--- src/rtl/spi_mem_loader_pkg.sv ---
// +--------------------------------------------------------------------+
// | loader_pkg: state encoding, command codes and counter width helper  |
// | Revision: 1.0                                                       |
// +--------------------------------------------------------------------+
`default_nettype none

package loader_pkg;

  typedef enum logic [2:0] {
    IDLE     = 3'd0,
    ADDR     = 3'd1,
    WDATA    = 3'd2,
    COMMIT   = 3'd3,
    RLOAD    = 3'd4,
    RDATA    = 3'd5,
    WAIT_END = 3'd6
  } state_t;

  localparam logic CMD_WRITE = 1'b1;
  localparam logic CMD_READ  = 1'b0;

  function automatic int cnt_width(input int addr_w, input int data_w);
    int m;
    m = (addr_w > data_w) ? addr_w : data_w;
    return $clog2(m + 1);
  endfunction

endpackage

`default_nettype wire

--- src/rtl/spi_mem_loader_shreg.sv ---
// +--------------------------------------------------------------------+
// | loader_shreg: serial-in / parallel-load shift register, MSB out     |
// | Revision: 1.0                                                       |
// +--------------------------------------------------------------------+
`default_nettype none

module loader_shreg #(
  parameter int WIDTH = 12
) (
  input  logic             clk,
  input  logic             rst,
  input  logic             load,
  input  logic             shift,
  input  logic             sin,
  input  logic [WIDTH-1:0] load_val,
  output logic [WIDTH-1:0] q,
  output logic             msb
);

  logic [WIDTH-1:0] r_q;

  always_ff @(posedge clk) begin
    if (rst) begin
      r_q <= '0;
    end else if (load) begin
      r_q <= load_val;
    end else if (shift) begin
      r_q <= {r_q[WIDTH-2:0], sin};
    end
  end

  assign q   = r_q;
  assign msb = r_q[WIDTH-1];

endmodule

`default_nettype wire

--- src/rtl/spi_mem_loader.sv ---
// +--------------------------------------------------------------------+
// | spi_mem_loader: serial write/read-back loader for on-chip memories  |
// | Optional read-back: SPI_LOADER_READBACK_EN. Revision: 1.0           |
// +--------------------------------------------------------------------+
`default_nettype none

module spi_mem_loader #(
  parameter int DATA_W = 8,
  parameter int ADDR_W = 4,
  parameter int N_CH   = 2
) (
  input  logic                   clk,
  input  logic                   rst,
  input  logic [N_CH-1:0]        cs_n,
  input  logic                   bit_en,
  input  logic                   mosi,
  input  logic                   lock_in,
  output logic [ADDR_W-1:0]      mem_addr,
  output logic [DATA_W-1:0]      mem_wdata,
  output logic [N_CH-1:0]        mem_we,
  output logic [N_CH-1:0]        mem_re,
  input  logic [N_CH*DATA_W-1:0] mem_rdata,
  output logic                   miso,
  output logic                   frame_done,
  output logic                   err
);
  import loader_pkg::*;

  localparam int SR_W   = ADDR_W + DATA_W;
  localparam int CNT_W  = cnt_width(ADDR_W, DATA_W);
  localparam int CH_W   = (N_CH > 1) ? $clog2(N_CH) : 1;
  localparam int NLOW_W = $clog2(N_CH + 1);
  localparam logic [CNT_W-1:0] c_addr_last = CNT_W'(ADDR_W - 1);
  localparam logic [CNT_W-1:0] c_data_last = CNT_W'(DATA_W - 1);

  state_t            r_state;
  logic [CNT_W-1:0]  r_cnt;
  logic [CH_W-1:0]   r_ch;
  logic              r_cmd;
  logic [ADDR_W-1:0] r_addr;
  logic [DATA_W-1:0] r_wdata;
  logic [N_CH-1:0]   r_we;
  logic [N_CH-1:0]   r_re;
  logic              r_done;
  logic              r_err;

  logic [NLOW_W-1:0] w_n_low;
  logic [CH_W-1:0]   w_ch_sel;
  logic              w_one_low;
  logic              w_multi_low;
  logic              w_abort;
  logic              w_shift;
  logic              w_load;
  logic [SR_W-1:0]   w_q;
  logic [SR_W-1:0]   w_load_val;
  logic              w_msb;
  logic [SR_W-1:0]   w_shift_next;
  logic              w_unused;

  always_comb begin
    w_n_low  = '0;
    w_ch_sel = '0;
    for (int k = 0; k < N_CH; k++) begin
      if (!cs_n[k]) begin
        w_n_low  = w_n_low + 1'b1;
        w_ch_sel = CH_W'(k);
      end
    end
  end

  assign w_one_low    = (w_n_low == NLOW_W'(1));
  assign w_multi_low  = (w_n_low > NLOW_W'(1));
  assign w_abort      = cs_n[r_ch];
  assign w_shift_next = {w_q[SR_W-2:0], mosi};

`ifdef SPI_LOADER_READBACK_EN
  logic [DATA_W-1:0] w_rdata_sel;
  assign w_rdata_sel = mem_rdata[r_ch*DATA_W +: DATA_W];
  assign w_shift     = bit_en && !w_abort &&
                       (r_state == ADDR || r_state == WDATA || r_state == RDATA);
  assign w_load      = (r_state == RLOAD) && !w_abort;
  // Read data sits in the top of the register so it leaves through the MSB.
  assign w_load_val  = {w_rdata_sel, {ADDR_W{1'b0}}};
  assign miso        = (r_state == RDATA) && w_msb;
  assign w_unused    = w_q[SR_W-1];
`else
  assign w_shift     = bit_en && !w_abort && (r_state == ADDR || r_state == WDATA);
  assign w_load      = 1'b0;
  assign w_load_val  = '0;
  assign miso        = 1'b0;
  assign w_unused    = ^{w_q[SR_W-1], w_msb, mem_rdata};
`endif

  loader_shreg #(.WIDTH(SR_W)) u_shreg (
    .clk      (clk),
    .rst      (rst),
    .load     (w_load),
    .shift    (w_shift),
    .sin      (mosi),
    .load_val (w_load_val),
    .q        (w_q),
    .msb      (w_msb)
  );

  always_ff @(posedge clk) begin
    if (rst) begin
      r_state <= IDLE;
      r_cnt   <= '0;
      r_ch    <= '0;
      r_cmd   <= 1'b0;
      r_addr  <= '0;
      r_wdata <= '0;
      r_we    <= '0;
      r_re    <= '0;
      r_done  <= 1'b0;
      r_err   <= 1'b0;
    end else begin
      r_we   <= '0;
      r_re   <= '0;
      r_done <= 1'b0;
      case (r_state)
        IDLE: begin
          if (bit_en && !lock_in) begin
            if (w_multi_low) begin
              r_err <= 1'b1;
            end else if (w_one_low) begin
              r_ch    <= w_ch_sel;
              r_cmd   <= mosi;
              r_cnt   <= '0;
              r_state <= ADDR;
            end
          end
        end
        ADDR: begin
          if (w_abort) begin
            r_state <= IDLE;
          end else if (bit_en) begin
            if (r_cnt == c_addr_last) begin
              r_addr <= w_shift_next[ADDR_W-1:0];
              r_cnt  <= '0;
              case (r_cmd)
                CMD_WRITE: r_state <= WDATA;
                CMD_READ: begin
`ifdef SPI_LOADER_READBACK_EN
                  r_re[r_ch] <= 1'b1;
                  r_state    <= RLOAD;
`else
                  r_state    <= WAIT_END;
`endif
                end
                default: r_state <= IDLE;
              endcase
            end else begin
              r_cnt <= r_cnt + 1'b1;
            end
          end
        end
        WDATA: begin
          if (w_abort) begin
            r_state <= IDLE;
          end else if (bit_en) begin
            if (r_cnt == c_data_last) begin
              r_wdata    <= w_shift_next[DATA_W-1:0];
              r_we[r_ch] <= 1'b1;
              r_done     <= 1'b1;
              r_state    <= COMMIT;
            end else begin
              r_cnt <= r_cnt + 1'b1;
            end
          end
        end
        COMMIT: r_state <= WAIT_END;
`ifdef SPI_LOADER_READBACK_EN
        RLOAD: begin
          r_cnt   <= '0;
          r_state <= w_abort ? IDLE : RDATA;
        end
        RDATA: begin
          if (w_abort) begin
            r_state <= IDLE;
          end else if (bit_en) begin
            if (r_cnt == c_data_last) begin
              r_done  <= 1'b1;
              r_state <= WAIT_END;
            end else begin
              r_cnt <= r_cnt + 1'b1;
            end
          end
        end
`endif
        WAIT_END: begin
          if (cs_n[r_ch]) r_state <= IDLE;
        end
        default: r_state <= IDLE;
      endcase
    end
  end

  assign mem_addr   = r_addr;
  assign mem_wdata  = r_wdata;
  assign mem_we     = r_we;
  assign mem_re     = r_re;
  assign frame_done = r_done;
  assign err        = r_err;

endmodule

`default_nettype wire

--- config.mk ---
export PLATFORM = sky130hd
export DESIGN_NAME = spi_mem_loader
export DESIGN_NICKNAME = d
export VERILOG_FILES = /design/src/rtl/spi_mem_loader_pkg.sv /design/src/rtl/spi_mem_loader_shreg.sv /design/src/rtl/spi_mem_loader.sv
export SDC_FILE = /design/constraint.sdc
export NUM_CORES = 1
export LEC_CHECK = 0
export ABC_AREA = 1
export CAP_MARGIN = 20
export CORE_MARGIN = 1.5
export CORE_UTILIZATION = 35
export DETAILED_ROUTE_END_ITERATION = 8
export DONT_BUFFER_PORTS = 1
export SYNTH_ARGS = -nofsm -noshare
export SYNTH_HDL_FRONTEND = slang
export SYNTH_SLANG_ARGS = --single-unit
--- constraint.sdc ---
create_clock -name clk -period 2.8 [get_ports clk]
set_input_delay 0.56 -clock clk [delete_from_list [all_inputs] [get_ports clk]]
set_output_delay 0.56 -clock clk [all_outputs]
set_load 0.005 [all_outputs]
==> summary.log, run 1 <==
[logic_synthesis] flip-flop cell with the highest count after synthesis sky130_fd_sc_hd__dfxtp_1
[detailed_routing] Residual DRC 0
[timing] worst max-slew margin expressed relative to the limit 0.548
[logic_synthesis] cells after synthesis 213
[layout] filler cell count 437
[detailed_routing] Vias 1195
[layout] final standard cell utilization of the core 0.408
[clock_network] Skew-Pair Late Insertion Delay 290 ps
[timing] minimum hold slack 334 ps
[clock_network] setup fix buffers added after clock tree synthesis 0
[global_route] remaining global-route overflow 0
[die] I/O pin count 42
[worst_setup_path] Worst EP arrival 1780 ps
[place] count of buffers from port buffering 0
[detailed_routing] remaining number of nets flagged by the antenna check after routing 0
[worst_setup_path] data required time at the worst endpoint 2990 ps
[worst_setup_path] Crit. End Element flop
[clock_network] root buffer cell sky130_fd_sc_hd__clkbuf_8
[worst_hold_path] path type of the worst min-delay path primary input to flop
[logic_synthesis] list of most frequent post-synthesis cells 55 x sky130_fd_sc_hd__nor2_1, 32 x sky130_fd_sc_hd__dfxtp_1, 25 x sky130_fd_sc_hd__nand2_1, 15 x sky130_fd_sc_hd__o21ai_0, 14 x sky130_fd_sc_hd__nand2_2
[die] core box area 0.00412 sq mm
[global_route] largest net degree at the start of global routing 28
[flow_run] maximum capacitance violations 0
[die] die span in x 69.3 um
[clock_network] quantity of hold-fixing buffers added after cts 0
[logic_synthesis] number of enable-type register cells in the synthesized netlist 0
[timing] number of max-slew violations in the final report 0
[timing] crit share post-route 0.569
[run_status] run status finished, final reports clean
[clock_network] Max Root-Sink Buffers 2
[logic_synthesis] average instance area after synthesis 7.23 sq um
[timing] Max Freq 627 MHz
[clock_network] clk slew on worst S/H paths 70 ps
[worst_setup_path] worst-path maximum fanout 5
[logic_synthesis] cells taking the most area after synthesis sky130_fd_sc_hd__dfxtp_1 42%, sky130_fd_sc_hd__nor2_1 13%, sky130_fd_sc_hd__nand2_1 6.1%, sky130_fd_sc_hd__nand2_2 5.7%, sky130_fd_sc_hd__o21ai_0 4.9%
[timing] Min Clock Period, post-route 1590 ps
[detailed_routing] average wire per standard cell 10.7 um
[timing] # setup viols final 0
[timing] RSZ-0062 raised after global routing no
[detailed_routing] via-per-instance ratio 4.48
[layout] diodes inserted 0
[timing] Setup Skew 5.25 ps
[layout] ratio of cells with drive above 1 in the final layout 0.221
[clock_network] sinks on the clock net 32
[detailed_routing] Initial DRC Count 78
[die] effective utilization at floorplan 0.374
[die] number of placement rows 23
[detailed_routing] overall routed net length 2870 um
[worst_setup_path] startpoint type of the worst setup path flop
[worst_setup_path] slack of the worst reg-to-reg path 1210 ps
[logic_synthesis] most instantiated library cell after synthesis sky130_fd_sc_hd__nor2_1
[pwr] Worst VDD drop 0.258 mV
[logic_synthesis] post-synthesis instance area 0.00154 sq mm
[logic_synthesis] YS warnings 0
[place] HPWL after detailed placement 2130 um
[logic_synthesis] Synth Register Bits 32
[clock_network] TritonCTS clock tree yes
[layout] number of nets in the finished design 241
[global_route] Total Routing Usage GR 0.139
[logic_synthesis] sequential-to-total area share from yosys stat 0.416
[layout] area delta synth->final 9.10%
[worst_setup_path] type of the worst setup path flop to flop
[clock_network] number of buffers added by the clock tree synthesis step 5
[global_route] via count of the first global-routing pass 1107
[logic_synthesis] ys async rst share 0
[timing] Final Hold Fails 0
[pwr] leakage power 0.732 nW
[clock_network] quantity of gates resized following cts 0
[logic_synthesis] post-synth top area share 0.416
[global_route] number of antenna violations at the first check in global routing 0
[pwr] power density normalized to cell area 879 mW/mm^2
[timing] pin slew with the least headroom to its limit 677 ps
[clock_network] level count of the clock H-tree 2
[detailed_routing] Pre-antenna DRT Iters 4
[logic_synthesis] number of distinct standard cells referenced by the synthesized netlist 24
[logic_synthesis] Synth area leader sky130_fd_sc_hd__dfxtp_1
[die] die area 0.00481 sq mm
[timing] setup TNS 0 ps
[die] vertical die dimension 69.3 um
[global_route] global-route wire length before repair 5210 um
[place] weighted congestion reported at the end of routability-driven placement 0.733
-- metal layers --
layer  routed length (um)  global-route usage  vias to the layer above
li1                     -                   -                      669
met1                 1440               0.172                      492
met2                 1150               0.200                       27
met3                  183              0.0581                        7
met4                   86              0.0850                        0
met5                    0                   0                        -
-- power breakdown --
part | leakage (nW) | internal, mW | total (mW) | switching [mW]
Sequential | 0.260 | 0.509 | 0.561 | 0.0525
Clock | 0.0541 | 0.263 | 0.442 | 0.179
Combinational | 0.418 | 0.167 | 0.474 | 0.307
Total | 0.732 | 0.938 | 1.48 | 0.539
-- critical path, cell delays in order (launching register included) --
cell and delay [ps]:
sky130_fd_sc_hd__dfxtp_1 380, sky130_fd_sc_hd__ha_1 220, sky130_fd_sc_hd__nand2_1 100, sky130_fd_sc_hd__nor2_4 130
sky130_fd_sc_hd__inv_1 80, sky130_fd_sc_hd__nor3_2 340, sky130_fd_sc_hd__inv_2 90, sky130_fd_sc_hd__nor2_1 100
sky130_fd_sc_hd__nor2_1 50
-- registers in the layout, summed over array words and instances (netlist names), 2 cells and up --
| signal | flops |
|---|---|
| mem_addr | 4 |
| mem_wdata | 8 |
| mem_we | 2 |
| r_cnt | 4 |
| r_state | 3 |
| u_shreg.q | 7 |
-- final cells by class --
type                            instances  area (sq um)  area share
Clock buffer                            5          68.8      0.0410
Clock inverter                          3          42.5      0.0253
Inverter                               21          78.8      0.0469
Multi-Input combinational cell        156           787       0.468
Sequential cell                        32           641       0.381
Tap cell                               50          62.6      0.0372
-- path summary, 6_finish.rpt --
kind	cells past startpoint	start	to
worst max register to register	8	r_cnt[0]$_SDFFE_PP0P_	mem_addr[1]$_SDFFE_PP0P_
worst min register to register	2	u_shreg.q[6]$_SDFFE_PP0P_	u_shreg.q[6]$_SDFFE_PP0P_
worst min-delay path	1	rst	mem_we[0]$_SDFF_PP0_
worst max-delay path	8	r_cnt[0]$_SDFFE_PP0P_	mem_addr[1]$_SDFFE_PP0P_
-- cells in the final DEF, fill, tap and decap left out, drive strengths merged --
cell / count
o21ai: 24
clkinv: 1
bufinv: 1
clkinvlp: 1
nand3: 13
dfxtp: 32
conb: 3
nand2: 40
clkbuf: 5
nor2: 64
inv: 21
ha: 2
nor3: 4
xor2: 2
a21oi: 4
-- through the flow --
step / total power, mW / instances / setup slack [ps] / area (sq um)
2_1_floorplan: 0.976 / 215 / 1220 / 1550
3_3_place_gp: 1.04 / 259 / 1100 / 1570
3_5_place_dp: 1.05 / 259 / 1080 / 1570
4_1_cts: 1.49 / 267 / 1180 / 1680
5_1_grt: 1.60 / 267 / 969 / 1680
6_report: 1.48 / 267 / 1210 / 1680
-- logic make-up (layout without fill, tap and decap cells) --
family	after synthesis	count (layout)	synth area share
buffers and inverters	27	29	0.0780
and+or+nand+nor	121	121	0.383
AOI/OAI and AO/OA	28	28	0.0934
other	1	3	0.00243
xor gates and xnor gates	2	2	0.0114
DFF	32	32	0.416
adders and majority gates	2	2	0.0162
No activity file was read; power rests on OpenSTA's default activity.
==> run 2: changes to the inputs <==
==> constraint.sdc (replaced) <==
create_clock -name clk -period 1.32 [get_ports clk]
set_input_delay 0.264 -clock clk [delete_from_list [all_inputs] [get_ports clk]]
set_output_delay 0.264 -clock clk [all_outputs]
set_load 0.005 [all_outputs]
==> summary.log, run 2 (synthesis results as in run 1) <==
[timing] RSZ-0062 raised after global routing yes
[layout] most common cell after layout, fill and taps aside sky130_fd_sc_hd__nor2_1
[detailed_routing] Vias 1294
[die] number of placement rows 23
[worst_setup_path] count of buffering cells on the critical path with inverters included 3
[place] count of buffers from port buffering 0
[timing] Min Clock Period, post-route 1310 ps
[place] HPWL after detailed placement 2200 um
[place] weighted congestion reported at the end of routability-driven placement 0.824
[timing] Max Freq 763 MHz
[die] die area 0.00481 sq mm
[die] I/O pin count 42
[die] effective utilization at floorplan 0.374
[worst_setup_path] library cell contributing the largest single delay on the critical path sky130_fd_sc_hd__dfxtp_2
[clock_network] clk slew on worst S/H paths 70 ps
[global_route] number of antenna violations at the first check in global routing 0
[detailed_routing] Initial DRC Count 41
[layout] storage element area 651 sq um
[worst_setup_path] Worst EP arrival 1500 ps
[layout] multi-input gate area in the final layout 896 sq um
[worst_setup_path] critical path's top delay family flip-flops
[timing] number of max-slew violations in the final report 0
[place] placed inst area 0.00170 sq mm
[layout] diodes inserted 0
[clock_network] sinks on the clock net 32
[global_route] largest net degree at the start of global routing 28
[worst_setup_path] type of the worst setup path flop to flop
[run_status] run status finished, final reports clean
[timing] crit share post-route 0.993
[detailed_routing] remaining number of nets flagged by the antenna check after routing 0
[detailed_routing] Pre-antenna DRT Iters 4
[flow_run] maximum capacitance violations 0
[detailed_routing] overall routed net length 3120 um
[die] core box area 0.00412 sq mm
[timing] # setup viols final 0
[layout] number of nets in the finished design 259
[layout] area delta synth->final 26.1%
[worst_setup_path] startpoint type of the worst setup path flop
[timing] Final Hold Fails 0
[clock_network] level count of the clock H-tree 2
[layout] max reg flops 8
[detailed_routing] via-per-instance ratio 4.54
[detailed_routing] average wire per standard cell 10.9 um
[pwr] Worst VDD drop 0.799 mV
[clock_network] number of buffers added by the clock tree synthesis step 5
[clock_network] root buffer cell sky130_fd_sc_hd__clkbuf_8
[worst_setup_path] worst-path maximum fanout 3
[pwr] power density normalized to cell area 1780 mW/mm^2
[worst_setup_path] sequence of cells on the critical path ha_4 > nand2_4 > nor2_4 > inv_2 > buf_4 > buf_4 > nand3_2 > nand2_2 > nand3_2 > a21oi_2
[die] vertical die dimension 69.3 um
[layout] summed area of non-filler cells in the final layout 0.00194 sq mm
[global_route] remaining global-route overflow 0
[global_route] via count of the first global-routing pass 1145
[timing] Setup Skew 7.15 ps
[layout] filler cell count 416
[clock_network] TritonCTS clock tree yes
[clock_network] Max Root-Sink Buffers 2
[worst_hold_path] path type of the worst min-delay path primary input to flop
[worst_setup_path] data required time at the worst endpoint 1510 ps
[layout] top library cells by usage in the layout, fill and taps aside 52 x sky130_fd_sc_hd__nor2_1, 26 x sky130_fd_sc_hd__dfxtp_1, 23 x sky130_fd_sc_hd__nand2_1
[layout] ratio of cells with drive above 1 in the final layout 0.362
[timing] setup TNS 0 ps
[global_route] Total Routing Usage GR 0.133
[worst_setup_path] delay of the slowest cell on the worst path 350 ps
[worst_setup_path] Crit. End Element flop
[global_route] global-route wire length before repair 5110 um
[pwr] leakage power 0.857 nW
[die] die span in x 69.3 um
[detailed_routing] Residual DRC 0
[clock_network] Skew-Pair Late Insertion Delay 290 ps
## run 2: changes by cell type in the layout (fill, tap and decap cells not counted), sizes merged
cell | before | now
buf | 0 | 18
## run 2: cell type report
cell class | instances | area share
Sequential cell | 32 | 0.335
Inverter | 21 | 0.0445
Timing Repair Buffer | 18 | 0.0696
Clock buffer | 5 | 0.0354
Clock inverter | 3 | 0.0219
Tap cell | 50 | 0.0322
Multi-Input combinational cell | 156 | 0.461
## run 2: routing by layer
layer / up-vias / GRT usage / routed length (um)
met3: 6 / 0.0436 / 109
met1: 565 / 0.161 / 1510
met2: 18 / 0.213 / 1440
met5: - / 0 / 0
met4: 0 / 0.0654 / 61
li1: 705 / - / -
## run 2: path summary, 6_finish.rpt
kind	start	endpoint	slack [ps]	cells after the start
worst max-delay path	r_cnt[0]$_SDFFE_PP0P_	r_cnt[2]$_SDFFE_PP0P_	10	10
worst min-delay path	rst	r_cnt[2]$_SDFFE_PP0P_	30	1
worst max register to register	r_cnt[0]$_SDFFE_PP0P_	r_cnt[2]$_SDFFE_PP0P_	10	10
worst min register to register	r_ch$_SDFFE_PP0P_	mem_we[1]$_SDFF_PP0_	470	2
## run 2: power breakdown
| part | internal (mW) | switching [mW] |
|---|---|---|
| Combinational | 0.517 | 0.783 |
| Sequential | 1.09 | 0.121 |
| Clock | 0.558 | 0.388 |
| Total | 2.17 | 1.29 |
## run 2: worst reg2reg max path, delay by kind of cell (launching register included)
family,cells,cell delay [ps]
buffers and inverters,3,300
adders and majority gates,1,160
and+or+nand+nor,5,340
AOI/OAI and AO/OA,1,50
DFF,1,350
## run 2: repair_timing
item                                    CTS  global route
pin swaps                                 2            12
hold buffers                              0             0
endpoints found under the setup margin   22            22
setup buffers                             1             1
gates resized for setup                  10            24
## run 2: metrics by stage
stage / worst slack (ps) / std cells / hold slack [ps] / total power, mW / utilization
6_report: 9.72 / 285 / 27.7 / 3.46 / 0.472
4_1_cts: -16.3 / 284 / 26.6 / 3.33 / 0.449
2_1_floorplan: 16.5 / 215 / 333 / 2.08 / -
3_3_place_gp: -66.5 / 275 / 336 / 2.33 / 0.412
3_5_place_dp: -119 / 275 / 337 / 2.34 / 0.412
5_1_grt: -76.4 / 285 / 13.5 / 3.69 / 0.472
==> run 3: changes to the inputs <==
--- a/config.mk
+++ b/config.mk
@@ -6,8 +6,9 @@
 export NUM_CORES = 1
 export LEC_CHECK = 0
 export ABC_AREA = 1
+export ABC_CLOCK_PERIOD_IN_PS = 1320
 export CAP_MARGIN = 20
-export CORE_MARGIN = 1.5
+export CORE_MARGIN = 2
 export CORE_UTILIZATION = 35
 export DETAILED_ROUTE_END_ITERATION = 8
 export DONT_BUFFER_PORTS = 1
==> summary.log, run 3 (synthesis results as in run 1) <==
[layout] filler cell count 447
[worst_hold_path] path type of the worst min-delay path primary input to flop
[layout] post-layout instance count excluding filler cells 284
[pwr] Internal Dissipation 2.15 mW
[die] I/O pin count 42
[timing] Setup Skew 8.30 ps
[global_route] largest net degree at the start of global routing 27
[pwr] switching portion of total power 0.371
[run_status] run status finished, final reports clean
[pwr] Switch Pwr 1.27 mW
[clock_network] number of buffers added by the clock tree synthesis step 5
[worst_setup_path] startpoint type of the worst setup path flop
[place] placed cell count 275
[timing] number of max-slew violations in the final report 0
[global_route] Total Routing Usage GR 0.136
[layout] max reg flops 8
[layout] summed area of non-filler cells in the final layout 0.00193 sq mm
[pwr] Worst VDD drop 0.786 mV
[pwr] share of total power in combinational logic 0.373
[timing] RSZ-0062 raised after global routing yes
[worst_setup_path] worst-path maximum fanout 5
[global_route] number of antenna violations at the first check in global routing 0
[timing] Final Hold Fails 0
[timing] # setup viols final 0
[detailed_routing] Residual DRC 0
[global_route] global-route wire length before repair 5430 um
[clock_network] sinks on the clock net 32
[layout] number of nets in the finished design 256
[detailed_routing] Pre-antenna DRT Iters 4
[worst_setup_path] Crit. End Element flop
[clock_network] Max Root-Sink Buffers 2
[timing] Min Clock Period, post-route 1300 ps
[place] HPWL after detailed placement 2210 um
[flow_run] maximum capacitance violations 0
[pwr] Total Power 3.42 mW
[clock_network] TritonCTS clock tree yes
[global_route] via count of the first global-routing pass 1227
[timing] Max Freq 770 MHz
[layout] area delta synth->final 25.3%
[timing] final worst slack 20.9 ps
[detailed_routing] overall routed net length 3100 um
[die] core box area 0.00429 sq mm
[pwr] leakage power 0.858 nW
[die] die area 0.00495 sq mm
[timing] setup TNS 0 ps
[layout] storage element area 647 sq um
[layout] most common cell after layout, fill and taps aside sky130_fd_sc_hd__nor2_1
[place] weighted congestion reported at the end of routability-driven placement 0.781
[die] number of placement rows 24
[detailed_routing] via-per-instance ratio 4.66
[die] die span in x 70.3 um
[place] count of buffers from port buffering 0
[layout] top library cells by usage in the layout, fill and taps aside 50 x sky130_fd_sc_hd__nor2_1, 27 x sky130_fd_sc_hd__dfxtp_1, 24 x sky130_fd_sc_hd__nand2_1
[detailed_routing] remaining number of nets flagged by the antenna check after routing 0
[layout] final standard cell utilization of the core 0.450
[clock_network] clk slew on worst S/H paths 70 ps
[worst_setup_path] data required time at the worst endpoint 1510 ps
[layout] multi-input gate area in the final layout 907 sq um
[pwr] clock power share 0.272
[layout] ratio of cells with drive above 1 in the final layout 0.345
[clock_network] level count of the clock H-tree 2
[layout] diodes inserted 0
[die] effective utilization at floorplan 0.359
[worst_setup_path] type of the worst setup path flop to flop
[place] pre-CTS setup slack -71.0 ps
[global_route] remaining global-route overflow 0
[detailed_routing] Vias 1323
[worst_setup_path] Worst EP arrival 1490 ps
[place] placed inst area 0.00168 sq mm
[die] vertical die dimension 70.3 um
[timing] crit share post-route 0.984
[clock_network] Skew-Pair Late Insertion Delay 290 ps
[clock_network] root buffer cell sky130_fd_sc_hd__clkbuf_8
[pwr] fraction of power consumed by sequential logic 0.354
[detailed_routing] Initial DRC Count 56
[pwr] power density normalized to cell area 1770 mW/mm^2
[timing] minimum hold slack 27.5 ps
[detailed_routing] average wire per standard cell 10.9 um
==> run 3: cell types whose count changed in the layout (fill, tap and decap cells not counted), moves of 2 or more <==
| cell | change |
|---|---|
| sky130_fd_sc_hd__nand3_1 | +3 |
| sky130_fd_sc_hd__buf_6 | +2 |
| sky130_fd_sc_hd__nor2_2 | +2 |
| sky130_fd_sc_hd__nand2_2 | -2 |
| sky130_fd_sc_hd__nor2_1 | -2 |
| sky130_fd_sc_hd__o21ai_0 | -2 |
| sky130_fd_sc_hd__buf_4 | -5 |
| sky130_fd_sc_hd__nand3_2 | -3 |
==> run 3: power groups by stage <==
stage,clock [mW],combinational (mW),sequential (mW)
after floorplan,0,0.894,1.18
after global placement,0,1.12,1.20
after detailed placement,0,1.13,1.20
after CTS,0.961,1.15,1.19
after global routing,0.974,1.47,1.22
final,0.933,1.28,1.21
==> run 3: area by class of cell <==
class / instances / area share
clock inverters: 2 / 0.0181
repair buffers: 15 / 0.0622
clock buffers: 6 / 0.0376
flip-flops and latches: 32 / 0.335
well taps: 52 / 0.0337
inverters: 21 / 0.0434
multi-input cells: 156 / 0.470
==> run 3: repair_timing <==
item | in CTS | in global routing
cloned | 0 | 0
hold buffers | 0 | 0
setup endpoints to repair | 21 | 31
gates resized for setup | 10 | 27
setup buffers | 0 | 1
pin swaps | 6 | 14
==> run 3: final timing paths <==
kind / startpoint / endpoint / slack [ps] / cells past startpoint
min: rst / r_cnt[2]$_SDFFE_PP0P_ / 30 / 1
min reg2reg: r_ch$_SDFFE_PP0P_ / mem_we[1]$_SDFF_PP0_ / 460 / 2
max reg2reg: r_cnt[0]$_SDFFE_PP0P_ / r_cnt[3]$_SDFFE_PP0P_ / 20 / 8
max: r_cnt[0]$_SDFFE_PP0P_ / r_cnt[3]$_SDFFE_PP0P_ / 20 / 8
==> run 3: metal layers <==
metal,vias up,GRT usage,share of wire,wire [um]
met5,-,0,0,0
met4,0,0.0513,0.017,53
met3,6,0.0346,0.036,112
met2,22,0.223,0.47,1470
met1,598,0.169,0.47,1460
li1,697,-,-,-
==> run 3: critical path, cell delays in order (launching register included) <==
cell	delay (ps)
sky130_fd_sc_hd__dfxtp_2	360
sky130_fd_sc_hd__ha_4	170
sky130_fd_sc_hd__nand3_2	110
sky130_fd_sc_hd__nor2_4	190
sky130_fd_sc_hd__o21ai_4	90
sky130_fd_sc_hd__nand2_2	70
sky130_fd_sc_hd__inv_2	50
sky130_fd_sc_hd__nor2_1	110
sky130_fd_sc_hd__nor2_2	40
